$ cat src/rtl/mips_pkg.sv
// Shared ISA-level types and constants for the MIPS core: HI/LO op codes,
// the multiply/divide sequencer states and a few related function codes.
package mips_pkg;

    localparam int unsigned WORD_W = 32;

    localparam logic [5:0] FUNCT_MFHI = 6'h10;
    localparam logic [5:0] FUNCT_MTHI = 6'h11;
    localparam logic [5:0] FUNCT_MFLO = 6'h12;
    localparam logic [5:0] FUNCT_MTLO = 6'h13;

    typedef enum logic [2:0] {
        OP_MULT  = 3'd0,
        OP_MULTU = 3'd1,
        OP_DIV   = 3'd2,
        OP_DIVU  = 3'd3,
        OP_MTHI  = 3'd4,
        OP_MTLO  = 3'd5
    } muldiv_op_t;

    typedef enum logic [1:0] {
        ST_IDLE   = 2'd0,
        ST_RUN    = 2'd1,
        ST_FINISH = 2'd2
    } muldiv_state_t;

endpackage

$ cat src/rtl/muldiv_sign.sv
// Operand magnitude conversion for signed ops and the matching sign
// correction applied to the raw unsigned multiply/divide result.
module muldiv_sign
    import mips_pkg::*;
(
    input  logic [WORD_W-1:0]   a,
    input  logic [WORD_W-1:0]   b,
    input  logic                signed_op,
    output logic [WORD_W-1:0]   abs_a,
    output logic [WORD_W-1:0]   abs_b,
    output logic                neg_prod,
    output logic                neg_quot,
    output logic                neg_rem,
    input  logic                is_div,
    input  logic                fix_prod,
    input  logic                fix_quot,
    input  logic                fix_rem,
    input  logic [2*WORD_W-1:0] raw,
    output logic [WORD_W-1:0]   res_hi,
    output logic [WORD_W-1:0]   res_lo
);
    logic [2*WORD_W-1:0] prod_fix;
    logic [WORD_W-1:0]   quot_fix;
    logic [WORD_W-1:0]   rem_fix;

    assign abs_a = (signed_op && a[WORD_W-1]) ? (~a + 32'd1) : a;
    assign abs_b = (signed_op && b[WORD_W-1]) ? (~b + 32'd1) : b;

    assign neg_prod = signed_op && (a[WORD_W-1] ^ b[WORD_W-1]);
    // A zero divisor leaves the all-ones quotient untouched; the remainder
    // still takes the dividend sign so that hi comes back as the original a.
    assign neg_quot = neg_prod && (b != '0);
    assign neg_rem  = signed_op && a[WORD_W-1];

    assign prod_fix = fix_prod ? (~raw + 64'd1) : raw;
    assign quot_fix = fix_quot ? (~raw[WORD_W-1:0] + 32'd1) : raw[WORD_W-1:0];
    assign rem_fix  = fix_rem ? (~raw[2*WORD_W-1:WORD_W] + 32'd1) : raw[2*WORD_W-1:WORD_W];

    assign res_hi = is_div ? rem_fix  : prod_fix[2*WORD_W-1:WORD_W];
    assign res_lo = is_div ? quot_fix : prod_fix[WORD_W-1:0];

endmodule

$ cat src/rtl/hilo_muldiv.sv
// HI/LO unit: MTHI/MTLO plus 32-cycle iterative multiply/divide sharing one
// 64-bit shift register and one 33-bit adder.
//
//   state     | meaning
//   ST_IDLE   | waiting for a request, hi/lo stable
//   ST_RUN    | one multiply/divide iteration per cycle, busy=1
//   ST_FINISH | sign-corrected result written to hi/lo at the next edge, done=1
module hilo_muldiv
    import mips_pkg::*;
(
    input  logic              clk,
    input  logic              rst,
    input  logic              start,
    input  muldiv_op_t        op,
    input  logic [WORD_W-1:0] a,
    input  logic [WORD_W-1:0] b,
    output logic              busy,
    output logic              done,
    output logic [WORD_W-1:0] hi,
    output logic [WORD_W-1:0] lo
);
    muldiv_state_t state_q, state_d;
    logic [4:0]          cnt_q, cnt_d;
    logic [2*WORD_W-1:0] acc_q, acc_d;
    logic [WORD_W-1:0]   opb_q, opb_d;
    logic [WORD_W-1:0]   hi_q, hi_d, lo_q, lo_d;
    logic                is_div_q, is_div_d;
    logic                fix_prod_q, fix_prod_d;
    logic                fix_quot_q, fix_quot_d;
    logic                fix_rem_q, fix_rem_d;

    logic                signed_op, div_op, run_w;
    logic [WORD_W-1:0]   abs_a, abs_b, res_hi, res_lo;
    logic                neg_prod, neg_quot, neg_rem;
    logic [WORD_W:0]     add_x, add_y, add_s;
    logic                add_cin, add_cout;

    assign signed_op = (op == OP_MULT) || (op == OP_DIV);
    assign div_op    = (op == OP_DIV) || (op == OP_DIVU);
    assign run_w     = (state_q == ST_RUN);
    assign busy      = run_w;
    assign done      = (state_q == ST_FINISH);
    assign hi        = hi_q;
    assign lo        = lo_q;

    muldiv_sign u_sign (
        .a         (a),
        .b         (b),
        .signed_op (signed_op),
        .abs_a     (abs_a),
        .abs_b     (abs_b),
        .neg_prod  (neg_prod),
        .neg_quot  (neg_quot),
        .neg_rem   (neg_rem),
        .is_div    (is_div_q),
        .fix_prod  (fix_prod_q),
        .fix_quot  (fix_quot_q),
        .fix_rem   (fix_rem_q),
        .raw       (acc_q),
        .res_hi    (res_hi),
        .res_lo    (res_lo)
    );

    // Divide: trial-subtract divisor from the shifted partial remainder.
    // Multiply: add multiplicand into the upper half when the LSB is set.
    assign add_x   = is_div_q ? acc_q[2*WORD_W-1:WORD_W-1] : {1'b0, acc_q[2*WORD_W-1:WORD_W]};
    assign add_y   = is_div_q ? ~{1'b0, opb_q} : {1'b0, opb_q};
    assign add_cin = is_div_q;
    assign {add_cout, add_s} = {1'b0, add_x} + {1'b0, add_y} + {33'd0, add_cin};

    always_comb begin
        state_d    = state_q;
        cnt_d      = cnt_q;
        acc_d      = acc_q;
        opb_d      = opb_q;
        hi_d       = hi_q;
        lo_d       = lo_q;
        is_div_d   = is_div_q;
        fix_prod_d = fix_prod_q;
        fix_quot_d = fix_quot_q;
        fix_rem_d  = fix_rem_q;

        case (state_q)
            ST_RUN: begin
                if (is_div_q) begin
                    acc_d = add_cout ? {add_s[WORD_W-1:0], acc_q[WORD_W-2:0], 1'b1}
                                     : {acc_q[2*WORD_W-2:0], 1'b0};
                end else begin
                    acc_d = acc_q[0] ? {add_s, acc_q[WORD_W-1:1]}
                                     : {1'b0, acc_q[2*WORD_W-1:1]};
                end
                if (cnt_q == 5'd0) begin
                    state_d = ST_FINISH;
                end else begin
                    cnt_d = cnt_q - 5'd1;
                end
            end
            ST_FINISH: begin
                hi_d    = res_hi;
                lo_d    = res_lo;
                state_d = ST_IDLE;
            end
            default: ;
        endcase

        // A move issued in the FINISH cycle is younger than the result, so it wins.
        if (start && !run_w) begin
            case (op)
                OP_MTHI: hi_d = a;
                OP_MTLO: lo_d = a;
                OP_MULT, OP_MULTU, OP_DIV, OP_DIVU: begin
                    state_d    = ST_RUN;
                    cnt_d      = 5'd31;
                    acc_d      = {32'd0, abs_a};
                    opb_d      = abs_b;
                    is_div_d   = div_op;
                    fix_prod_d = neg_prod;
                    fix_quot_d = neg_quot;
                    fix_rem_d  = neg_rem;
                end
                default: ;
            endcase
        end
    end

    always_ff @(posedge clk or posedge rst) begin
        if (rst) begin
            state_q    <= ST_IDLE;
            cnt_q      <= 5'd0;
            acc_q      <= '0;
            opb_q      <= '0;
            hi_q       <= '0;
            lo_q       <= '0;
            is_div_q   <= 1'b0;
            fix_prod_q <= 1'b0;
            fix_quot_q <= 1'b0;
            fix_rem_q  <= 1'b0;
        end else begin
            state_q    <= state_d;
            cnt_q      <= cnt_d;
            acc_q      <= acc_d;
            opb_q      <= opb_d;
            hi_q       <= hi_d;
            lo_q       <= lo_d;
            is_div_q   <= is_div_d;
            fix_prod_q <= fix_prod_d;
            fix_quot_q <= fix_quot_d;
            fix_rem_q  <= fix_rem_d;
        end
    end

endmodule

$ cat config.mk
export PLATFORM = sky130hd
export DESIGN_NAME = hilo_muldiv
export DESIGN_NICKNAME = d
export VERILOG_FILES = /design/src/rtl/mips_pkg.sv /design/src/rtl/muldiv_sign.sv /design/src/rtl/hilo_muldiv.sv
export SDC_FILE = /design/constraint.sdc
export NUM_CORES = 1
export LEC_CHECK = 0
export CAP_MARGIN = 20
export CORE_ASPECT_RATIO = 0.7
export CORE_MARGIN = 2
export CORE_UTILIZATION = 59
export CTS_BUF_LIST = sky130_fd_sc_hd__clkbuf_4 sky130_fd_sc_hd__clkbuf_8 sky130_fd_sc_hd__clkbuf_16
export DETAILED_ROUTE_END_ITERATION = 8
export PLACE_DENSITY = 0.93
export SYNTH_ARGS = -nofsm -noshare
export SYNTH_HDL_FRONTEND = slang
export SYNTH_HIERARCHICAL = 1
export SYNTH_SLANG_ARGS = --single-unit
$ cat constraint.sdc
create_clock -name clk -period 7.2 [get_ports clk]
set_input_delay 0.72 -clock clk [delete_from_list [all_inputs] [get_ports clk]]
set_output_delay 0.72 -clock clk [all_outputs]
set_load 0.1 [all_outputs]
# After elaboration in Yosys (flattened, before gate mapping)
# Index checks and enable logic that the tools add are counted.
dict set report totals {
  reg_bits 171
  out_inout_bits 66
}
dict set report classes {
  n_addsub 8
  n_eq_ne 7
  mux 29
  bitwise_logic 7
  n_reduce_logical 13
}
# op count
set ops {}
lappend ops {{$mux W64} 7}
lappend ops {{$mux W32} 12}
lappend ops {{$add A32 B1 Y32 const B} 4}
lappend ops {{$not A32 Y32} 4}
lappend ops {{$mux W33} 2}
lappend ops {{$add A64 B1 Y64 const B} 1}
lappend ops {{$not A64 Y64} 1}
lappend ops {{$add A33 B33 Y34} 1}
lappend ops {{$add A34 B1 Y34} 1}
lappend ops {{$not A32 Y33} 1}
lappend ops {{$reduce_bool A32 Y1} 1}
lappend ops {{$mux W5} 4}
lappend ops {{$eq A3 B2 Y1 const B} 2}
lappend ops {{$eq A3 B3 Y1 const B} 2}
lappend ops {{$mux W2} 3}
lappend ops {{$logic_and A1 B1 Y1} 5}
lappend ops {{$logic_not A5 Y1} 1}
lappend ops {{$sub A5 B1 Y5 const B} 1}
lappend ops {{$pmux W2 S2} 1}
lappend ops {{$reduce_or A4 Y1} 1}
lappend ops {{$eq A3 B1 Y1 const B} 1}
lappend ops {{$logic_not A3 Y1} 1}
lappend ops {{$eq A2 B1 Y1 const B} 1}
lappend ops {{$eq A2 B2 Y1 const B} 1}
lappend ops {{4 further kinds} 5}

# Depth between registers and ports, before layout
dict set report logic_depth {
  word_depth 9
  depth_mapped 18
  mapped_depth_nobuf 12
}

# Modules after synthesis
# Netlist, hierarchy kept.
# module instances cells_each area_each_um2 seq_area_each_um2
set by_module_without_submodules {}
lappend by_module_without_submodules {hilo_muldiv 1 1237 10715.3 4279.1}
lappend by_module_without_submodules {muldiv_sign 1 511 3186.8 0.0}

# Worst setup path before layout
# No wires, ideal clock.
dict set report synth_path {
  path_kind {register -> register}
  from {reg is_div_q (netlist: add_cin)}
  to {reg acc_q[62]}
  t_arrival_ps 3813
  slack_ps 3292
  stages_incl_launch_ff 17
  path_cell_list {dfrtp_1 buf_2 clkbuf_1 clkbuf_1 buf_1 xor2_1 ha_1 clkbuf_1 a21o_1 a31oi_1 and3b_1 a211oi_1 a21boi_1 o41ai_1 xnor2_1 nor2_1 o31ai_1}
}
dict set report synth_between {
  elab_chain_len 8
}
# item line_no
set synth_lines {}
lappend synth_lines {{from (decl)} hilo_muldiv.sv:27} ;# logic is_div_q, is_div_d;
lappend synth_lines {{from (signal assigned)} hilo_muldiv.sv:145} ;# is_div_q <= is_div_d;
lappend synth_lines {{$mux W33, on equally long branches} {hilo_muldiv.sv:66, hilo_muldiv.sv:67}}
lappend synth_lines {{$add A33 B33 Y34} hilo_muldiv.sv:69} ;# assign {add_cout, add_s} = {1'b0, add_x} + {1'b0, add_y} + {33'd0, add_cin};
lappend synth_lines {{$add A34 B1 Y34} hilo_muldiv.sv:69}
lappend synth_lines {{$mux W64, on equally long branches} {hilo_muldiv.sv:89, hilo_muldiv.sv:86}}
lappend synth_lines {{$mux W64 (*)} hilo_muldiv.sv:85} ;# if (is_div_q) begin
lappend synth_lines {{$mux W64 (*)} hilo_muldiv.sv:83} ;# case (state_q)
lappend synth_lines {{$mux W64} hilo_muldiv.sv:108} ;# case (op)
lappend synth_lines {{$mux W64 (*)} hilo_muldiv.sv:107} ;# if (start && !run_w) begin
lappend synth_lines {{named net acc_d[62]} hilo_muldiv.sv:24} ;# logic [2*WORD_W-1:0] acc_q, acc_d;
lappend synth_lines {{to (signal assigned)} hilo_muldiv.sv:130} ;# acc_q <= '0;
lappend synth_lines {{to (signal assigned)} hilo_muldiv.sv:141} ;# acc_q <= acc_d;
lappend synth_lines {{to (decl)} hilo_muldiv.sv:24}
# The timed path passes the listed nets; every way through them passes the cells marked *.
# A chain may end at the register's enable or synchronous reset.

# Worst setup path in the final report
# Ends and elaborated chain as after synthesis.

==> impl_metrics.env <==
export IMPL_outcome="completed"
export IMPL_portBuffers=135
export IMPL_reg2reg_setup_slack_ps=2190
export IMPL_num_vias=13906
export IMPL_slew_violations=0
export IMPL_hpwl_um=30250
export IMPL_ys_seq_elements=171
export IMPL_wl_per_cell_um=20.17
export IMPL_synth_async_reset_ratio_pct=100.0
export IMPL_ys_warn_count=6
export IMPL_drive_gt1_share_pct=6.117
export IMPL_clkLatencyLatePin_ps=470
export IMPL_cts_tree="built"
export IMPL_r2r_start="add_cin"
export IMPL_crit_path_max_fanout=62
export IMPL_synth_edff_count=0
export IMPL_initial_utilization_pct=60.69
export IMPL_fin_nets=1927
export IMPL_finalWirelength_um=43230
export IMPL_syn_avg_cell_area_sq_um=7.953
export IMPL_worstPathArrival_ps=5360
export IMPL_setup_viol_count_final=0
export IMPL_clock_sinks=171
export IMPL_fin_setup_tns_ps=0
export IMPL_die_h_um=132.4
export IMPL_final_cell_mix="307 x nand2_1, 171 x o21ai_0, 170 x dfrtp_1"
export IMPL_clock_skew_final_ps=13.55
export IMPL_cts_made_buffers=17
export IMPL_die_w_um=187.5
export IMPL_timing_fmax_mhz=199.4
export IMPL_netlist_instances=1748
export IMPL_period_share_pct=69.64
export IMPL_vias_per_cell=6.489
export IMPL_dieArea_sq_um=24830
export IMPL_post_route_drc_count=0
export IMPL_cp_start_kind="flip-flop"
export IMPL_area_growth_pct=15.54
export IMPL_first_pass_iters=5
export IMPL_first_iter_violations=1949
export IMPL_cts_root_buf="clkbuf_16"
export IMPL_synth_seq_area_share_pct=30.78
export IMPL_whs_path_depth=2
export IMPL_required_ps=7540
export IMPL_worstMarginPinSlew_ps=1125
export IMPL_cts_setup_buffers=0
export IMPL_relSlewSlack_pct=24.28
export IMPL_hold_buffers=0
export IMPL_synth_area_sq_um=13900
export IMPL_hp_class="flip-flop to flip-flop"
export IMPL_min_period_ps=5014
export IMPL_synth_nets=1857
export IMPL_antenna_found_initial=0
export IMPL_holdCritStartpoint="opb_q[2]"
export IMPL_clk_path_buf_depth=2
export IMPL_synth_ff_type="dfrtp_1"
export IMPL_reg2regPathDepth=13
export IMPL_ant_nets=0
export IMPL_rsz0062_at_grt="false"
export IMPL_grt_pass1_wl_um=69670
export IMPL_gp_congestion=0.9580
export IMPL_core_sq_um=22910
export IMPL_grt_max_degree=95
export IMPL_io_pins=136
export IMPL_crit_type="flip-flop to flip-flop"
export IMPL_ys_types=75
export IMPL_maxCapViolCount=0
export IMPL_num_antenna_cells=0
export IMPL_final_common_cell="nand2_1"
export IMPL_clkTransAtPathRegs_ps=70
export IMPL_regToRegEndpoint="acc_q[62]"
export IMPL_grt_use_total_pct=34.74
export IMPL_hold_violations=0
export IMPL_rows=46
export IMPL_worstHoldEndpoint="opb_q[2]"
export IMPL_grt_overflow=0
export IMPL_crit_path_end_kind="flip-flop"
export IMPL_postCtsResizedCells=0
export IMPL_grt_pass1_vias=13105
export IMPL_htree_levels=4
==> cell usage after synthesis (all sizes together), types with 8 or more instances <==
cell type / instances / area share, %
dfrtp: 171 / 31
nor2: 122 / 3.3
ha: 38 / 3.4
a21o: 10 / 0.54
xnor2: 80 / 5.0
o221ai: 11 / 0.69
nand2: 307 / 8.3
nor3: 31 / 1.2
buf: 29 / 1.1
clkbuf: 77 / 2.1
nand2b: 9 / 0.40
o211ai: 9 / 0.49
xor2: 105 / 6.6
a31oi: 26 / 1.2
nor2b: 11 / 0.50
nand4: 16 / 0.72
o31ai: 26 / 1.5
a211oi: 13 / 0.70
or3: 15 / 0.71
mux2i: 106 / 7.6
nor4: 20 / 0.90
or4: 22 / 1.3
a21oi: 140 / 5.0
nand3: 16 / 0.58
o21ai: 174 / 6.3
mux2: 31 / 2.5
o41ai: 8 / 0.50
inv: 41 / 1.1
o22ai: 9 / 0.40
==> area by class of cell <==
class / count / area, sq um
flip-flops and latches: 171 / 4283
inverters: 41 / 158.9
fillers: 1761 / 6844
multi-input cells: 1430 / 9060
well taps: 312 / 390.4
repair buffers: 157 / 1554
clock inverters: 13 / 163.9
clock buffers: 19 / 452.9
==> flip-flops by register name (all words and copies together), names as in the netlist <==
name and cells:
acc_q 64, add_cin 1, cnt_q 5, fix_prod_q 1, fix_quot_q 1, fix_rem_q 1, hi 32, lo 32
opb_q 32, state_q 2
==> per-stage QoR <==
| step | area (sq um) | util [%] | hold WS (ps) | setup slack (ps) | instances |
|---|---|---|---|---|---|
| after detailed placement | 15390 | 67.17 | 485.7 | 2465 | 2108 |
| after global routing | 16060 | 70.12 | 533.7 | 1931 | 2143 |
| after CTS | 16000 | 69.86 | 501.8 | 2348 | 2140 |
| after global placement | 15390 | 67.17 | 481.0 | 2597 | 2108 |
| final | 16060 | 70.12 | 499.5 | 2186 | 2143 |
| after floorplan | 13900 | - | 465.2 | 1848 | 1748 |
==> worst max path at each step <==
stage,startpoint,end,slack [ps]
2_1_floorplan,rst,acc_q[0],1850
6_report,add_cin,acc_q[62],2190
5_1_grt,add_cin,acc_q[62],1930
3_5_place_dp,add_cin,acc_q[62],2460
4_1_cts,add_cin,acc_q[62],2350
3_3_place_gp,add_cin,acc_q[38],2600
==> worst max-delay path: stages, from the launching register on <==
cell and delay, ps:
dfrtp_4 950, buf_4 420, mux2_2 380, ha_1 360, a21oi_1 340, o21bai_1 160
a31oi_1 170, o21ai_0 110, a31oi_2 350, o21ba_2 200, buf_4 410, nand2_1 500
o221ai_1 360, o31ai_1 110
==> per-layer routing <==
layer  vias to the layer above  GRT usage, %  share of wire (%)
li1                       6341             -                  -
met1                      6606         49.50                 43
met2                       855         51.51                 43
met3                       104         8.700                 11
met4                         0         12.03                2.5
met5                         -             0                  0
==> logic make-up after synthesis <==
family / Yosys count / share of synthesized area (%)
adders and majority gates: 39 / 3.564
AOI/OAI and AO/OA: 465 / 19.86
and+or+nand+nor: 604 / 19.73
DFF: 171 / 30.78
muxes: 137 / 10.14
buffers and inverters: 147 / 4.266
xor gates and xnor gates: 185 / 11.66
Power is not shown: default switching activity piles up to over one toggle a cycle in this logic, so the estimate is an artifact.
